`config.mk`:
```
export PLATFORM = sky130hd
export DESIGN_NAME = line_ilas_tx
export DESIGN_NICKNAME = d
export VERILOG_FILES = /design/src/rtl/line_jesd_pkg.sv /design/src/rtl/line_sync_filter.sv /design/src/rtl/line_ilas_tx.sv
export SDC_FILE = /design/constraint.sdc
export NUM_CORES = 1
export LEC_CHECK = 0
export ABC_AREA = 1
export CORE_ASPECT_RATIO = 0.6
export CORE_UTILIZATION = 38
export CTS_CLUSTER_DIAMETER = 30
export CTS_CLUSTER_SIZE = 14
export DETAILED_ROUTE_END_ITERATION = 8
export PLACE_DENSITY = 0.89
export SLEW_MARGIN = 15
export SYNTH_ARGS = -nofsm -noshare
export SYNTH_HDL_FRONTEND = slang
export SYNTH_SLANG_ARGS = --single-unit
```
`constraint.sdc`:
```
create_clock -name clk -period 2.45 [get_ports clk]
set_input_delay 0.245 -clock clk [delete_from_list [all_inputs] [get_ports clk]]
set_output_delay 0.245 -clock clk [all_outputs]
set_load 0.05 [all_outputs]
```
`src/rtl/line_jesd_pkg.sv`:
```
// Shared JESD204B link-layer constants and the link state encoding (used by the transmit link
// layer and the lane-side aligner).
package line_jesd_pkg;

    localparam logic [7:0] K_K = 8'hBC;
    localparam logic [7:0] K_R = 8'h1C;
    localparam logic [7:0] K_A = 8'h7C;
    localparam logic [7:0] K_Q = 8'h9C;

    typedef enum logic [1:0] {
        ST_CGS  = 2'b00,
        ST_ILAS = 2'b01,
        ST_DATA = 2'b10
    } jesd_state_t;

endpackage

```
`src/rtl/line_sync_filter.sv`:
```
// SYNC~ 2-flop synchronizer plus a consecutive-low counter that requests re-sync.
// Latency: sync_s trails sync_n by 2 clk; resync_req is combinational from the registered count.
module line_sync_filter #(
    parameter int RESYNC_CYC = 4
) (
    input  logic clk,
    input  logic rst,
    input  logic sync_n,
    input  logic active,
    output logic sync_s,
    output logic resync_req
);

    localparam int CNT_W = $clog2(RESYNC_CYC + 1);

    logic             r_sync1;
    logic             r_sync2;
    logic [CNT_W-1:0] r_low_cnt;

    always_ff @(posedge clk) begin
        if (rst) begin
            r_sync1   <= 1'b0;
            r_sync2   <= 1'b0;
            r_low_cnt <= '0;
        end else begin
            r_sync1 <= sync_n;
            r_sync2 <= r_sync1;
            // Only link-up states count lows; CGS or a high sample restarts the run.
            if (!active || r_sync2)
                r_low_cnt <= '0;
            else if (r_low_cnt != CNT_W'(RESYNC_CYC))
                r_low_cnt <= r_low_cnt + CNT_W'(1);
        end
    end

    assign sync_s     = r_sync2;
    assign resync_req = active && !r_sync2 && (r_low_cnt == CNT_W'(RESYNC_CYC - 1));

endmodule

```
`src/rtl/line_ilas_tx.sv`:
```
// JESD204B transmit link layer for one 2-octet lane: CGS, then ILAS from the next LMFC boundary, then data.
// All outputs registered; tx_data -> o is 1 clk, no backpressure beyond tx_ready=0 outside DATA.
module line_ilas_tx
    import line_jesd_pkg::*;
#(
    parameter int F          = 2,
    parameter int K          = 16,
    parameter int ILAS_MF    = 4,
    parameter int RESYNC_CYC = 4
) (
    input  logic         clk,
    input  logic         rst,
    input  logic         sync_n,
    input  logic         lmfc_align,
    input  logic [111:0] cfg,
    input  logic [15:0]  tx_data,
    output logic         tx_ready,
    output logic [15:0]  o,
    output logic [1:0]   datak,
    output logic [1:0]   state_tst
);

    localparam int W      = F * K / 2;
    localparam int LMFC_W = $clog2(W);
    localparam int MF_W   = $clog2(ILAS_MF);

    jesd_state_t       r_state;
    jesd_state_t       w_state_nxt;
    logic [LMFC_W-1:0] r_lmfc_cnt;
    logic [MF_W-1:0]   r_mf_cnt;
    logic [MF_W-1:0]   w_mf_nxt;
    logic [15:0]       r_o;
    logic [15:0]       w_o_nxt;
    logic [1:0]        r_k;
    logic [1:0]        w_k_nxt;
    logic              r_tx_ready;

    logic              w_sync_s;
    logic              w_resync_req;
    logic              w_lmfc_last;
    logic [7:0]        w_c8;
    logic [2:0]        w_cfg_sel;
    logic              w_cfg_word_slot;
    logic [15:0]       w_cfg_word [8];

    line_sync_filter #(
        .RESYNC_CYC (RESYNC_CYC)
    ) u_sync_filter (
        .clk        (clk),
        .rst        (rst),
        .sync_n     (sync_n),
        .active     (r_state != ST_CGS),
        .sync_s     (w_sync_s),
        .resync_req (w_resync_req)
    );

    assign w_lmfc_last = (r_lmfc_cnt == LMFC_W'(W - 1));

    always_ff @(posedge clk) begin
        if (rst)
            r_lmfc_cnt <= '0;
        else if ((r_state == ST_CGS && lmfc_align) || w_lmfc_last)
            r_lmfc_cnt <= '0;
        else
            r_lmfc_cnt <= r_lmfc_cnt + LMFC_W'(1);
    end

    // Config octets travel in pairs, one pair per word on words 1..7 of the second multiframe.
    always_comb begin
        for (int i = 0; i < 7; i++)
            w_cfg_word[i] = cfg[16*i +: 16];
        w_cfg_word[7] = 16'h0000;
    end

    assign w_c8            = 8'(r_lmfc_cnt);
    assign w_cfg_sel       = 3'(r_lmfc_cnt - LMFC_W'(1));
    assign w_cfg_word_slot = (r_lmfc_cnt != '0) && (r_lmfc_cnt <= LMFC_W'(7));

    always_comb begin
        w_state_nxt = r_state;
        w_mf_nxt    = r_mf_cnt;
        w_o_nxt     = 16'h0000;
        w_k_nxt     = 2'b00;
        case (r_state)
            ST_CGS: begin
                w_o_nxt = {K_K, K_K};
                w_k_nxt = 2'b11;
                if (w_sync_s && w_lmfc_last) begin
                    w_state_nxt = ST_ILAS;
                    w_mf_nxt    = '0;
                end
            end
            ST_ILAS: begin
                w_o_nxt = {w_c8[6:0], 1'b1, w_c8[6:0], 1'b0};
                if (r_lmfc_cnt == '0) begin
                    w_o_nxt[7:0] = K_R;
                    w_k_nxt[0]   = 1'b1;
                    if (r_mf_cnt == MF_W'(1)) begin
                        w_o_nxt[15:8] = K_Q;
                        w_k_nxt[1]    = 1'b1;
                    end
                end
                if (r_mf_cnt == MF_W'(1) && w_cfg_word_slot)
                    w_o_nxt = w_cfg_word[w_cfg_sel];
                if (w_lmfc_last) begin
                    w_o_nxt[15:8] = K_A;
                    w_k_nxt[1]    = 1'b1;
                    w_mf_nxt      = r_mf_cnt + MF_W'(1);
                    if (r_mf_cnt == MF_W'(ILAS_MF - 1))
                        w_state_nxt = ST_DATA;
                end
            end
            ST_DATA: begin
                w_o_nxt = tx_data;
                w_k_nxt = 2'b00;
            end
            default: w_state_nxt = ST_CGS;
        endcase
        if (w_resync_req)
            w_state_nxt = ST_CGS;
    end

    always_ff @(posedge clk) begin
        if (rst) begin
            r_state    <= ST_CGS;
            r_mf_cnt   <= '0;
            r_o        <= 16'h0000;
            r_k        <= 2'b00;
            r_tx_ready <= 1'b0;
        end else begin
            r_state    <= w_state_nxt;
            r_mf_cnt   <= w_mf_nxt;
            r_o        <= w_o_nxt;
            r_k        <= w_k_nxt;
            r_tx_ready <= (w_state_nxt == ST_DATA);
        end
    end

    assign o         = r_o;
    assign datak     = r_k;
    assign tx_ready  = r_tx_ready;
    assign state_tst = r_state;

endmodule

```
==> results.ini <==
[synthesis]
yosysUniqueCellTypes = 26
synth.area.mux_share = 0
synth_edf_count = 0
ys_ff_latch = 32
async_flop_share = 0
synth_area_um2 = 2535
synth_nets = 580
syn_inst = 441
synth_top_family_by_area = simple AND/OR/NAND/NOR gates
synth-adder-area-share = 0.03455
synth_xor_area_frac = 0.01037
synth_commonest_cells = nand2_1, nand3_1, a21oi_1
synthTopCellsByArea = dfxtp_1, nand2_1, nand3_1
synth_top_area_cell = dfxtp_1
synth_top_area_frac = 0.2527
synth_compound_area_frac = 0.1347
synth_ff_type = dfxtp_1
synth_most_common_cell = nand2_1
avgSynthCellArea_um2 = 5.748
yosys.area_share.simple = 0.4506
seq_area_frac_synth = 0.2527
yosysWarnings = 0

[clock_tree]
clock_sinks = 32
post_cts_buffers = 0
cts.repair.resized = 0
h-tree-depth = 2
cts_tree = yes
clk_pin_slew_ps = 70
clockBufferDepth = 2
cts_buffers = 5
cts-hold-fix-buffers = 0
clk_latency_ps = 290
cts_root_buffer = clkbuf_8

[global_route]
grt_remaining_overflow = 0
grt_first_pass_wirelength_um = 14500
grt_pass1_vias = 3222
grt_max_degree = 50
antenna_found_initial = 0
grt_usage = 0.2620

[timing]
worst_pin_slew_ps = 529.4
max_freq_mhz = 536.9
slew_headroom = 0.6459
holdWs_ps = 404.1
rsz0062_at_grt = false
fin_tns_setup_ps = 0
drv_slew = 0
fin_ws_ps = 587.4
fin_crit_ps = 1863
finalHoldViolCount = 0
finalClockSkew_ps = 4.636
setup_viol = 0
period_share = 0.7602

[power_and_ir_drop]
power_frac_seq = 0.364
ir_drop_uv = 213.4
p_leak_nw = 1.757
switching_share = 0.3009
powerDensity_nw_per_um2 = 356.8
p_sw_uw = 445.9
power_mw = 1.482
intPower_mw = 1.036
pwr-share-clk = 0.288
p_comb_frac = 0.348

[placement]
pre_cts_ws_ps = 632.6
gp_congestion = 0.8733
port_buffers = 152
dp_hpwl_um = 7064
dpl-instance-area_um2 = 4061

[setup_path]
critPathMaxFanout = 31
required_ps = 2630
reg2regPathDepth = 7
cp-end-kind = flip-flop
cp-start-kind = flip-flop
critical_path_arrival_ps = 2040
path_class = flip-flop to flip-flop

[final_layout]
antenna_cells = 0
final_area_um2 = 4154
layout-drive-gt1-share = 0.04974
flow.area_growth_from_synthesis_pct = 63.87
nNetsFinal = 721
fill_cells = 547

[floorplanning]
fp.dieW_um = 107.4
core_area_um2 = 6276
rows = 22
start_util = 0.4039
die_area_um2 = 7012
die_y_um = 65.27
ios = 153

[hold_path]
hold_class = flip-flop to flip-flop
hold_depth = 2

[flow_run]
max_cap_violations = 0

[drt]
remaining_drc_errors = 0
drt_pass1_iterations = 5
via_per_inst = 5.114
ant_nets = 0
wirelength_um = 8946
wl_per_cell_um = 13.41
drtIter0Drc = 228
vias = 3411

[status]
status = completed

cell families (layout without fill, tap and decap cells):
logic type / after synthesis / count (layout)
xor gates and xnor gates: 3 / 3
AOI/OAI and AO/OA: 67 / 67
buffers and inverters: 63 / 205
and+or+nand+nor: 269 / 269
adders and majority gates: 7 / 7
DFF: 32 / 32
metal layers:
metal	wire, um	up-vias	GRT usage
li1	-	1697	-
met1	3870	1518	0.3299
met2	4191	176	0.4661
met3	724	20	0.05060
met4	159	0	0.05651
met5	0	-	0
registers in the layout, summed over array words and instances, names as in the netlist, 2 cells and up:
register	count
o	16
u_sync_filter.r_low_cnt	3
datak	2
state_tst	2
r_lmfc_cnt	4
r_mf_cnt	2
final timing paths:
check | startpoint | slack (ps) | endpoint
worst min-delay path | u_sync_filter.r_sync1 | 400 | u_sync_filter.sync_s
worst max register to register | r_lmfc_cnt[0] | 590 | r_mf_cnt[1]
worst max-delay path | r_lmfc_cnt[0] | 590 | r_mf_cnt[1]
worst min register to register | u_sync_filter.r_sync1 | 400 | u_sync_filter.sync_s
critical path, cell delays in order (launching register included):
cell and delay [ps]:
dfxtp_2 350, buf_4 290, ha_1 250, nand3_1 240, nor2_1 380, nor2_1 120
nand2_1 80, a21oi_1 50
power groups by stage:
stage	sequential [mW]	clock [mW]	combinational (mW)
6_report	0.539	0.427	0.516
5_1_grt	0.540	0.461	0.565
3_3_place_gp	0.551	0	0.504
3_5_place_dp	0.551	0	0.513
2_1_floorplan	0.587	0	0.212
4_1_cts	0.539	0.431	0.516
cell type report:
type / count / area [um2] / share of cell area
inverters: 39 / 150.1 / 0.03614
well taps: 84 / 105.1 / 0.02530
multi-input cells: 346 / 1598 / 0.3846
repair buffers: 158 / 1567 / 0.3771
clock inverters: 2 / 10.01 / 0.002410
flip-flops and latches: 32 / 641.9 / 0.1545
clock buffers: 6 / 82.58 / 0.01988
layout by cell type (no fill, tap or decap), types with 6 or more instances in the layout:
| cell | instances |
|---|---|
| clkdlybuf4s50_1 | 152 |
| dfxtp_1 | 31 |
| inv_1 | 34 |
| nor2_1 | 22 |
| ha_1 | 7 |
| a21oi_1 | 39 |
| o21ai_0 | 23 |
| buf_4 | 6 |
| nand2_1 | 162 |
| clkbuf_8 | 6 |
| nand3_1 | 76 |
stage by stage:
step,instances,util
2_1_floorplan,441,-
3_3_place_gp,659,0.6471
3_5_place_dp,659,0.6471
4_1_cts,667,0.6619
5_1_grt,667,0.6619
6_report,667,0.6619
No activity file was read; power rests on OpenSTA's default activity.
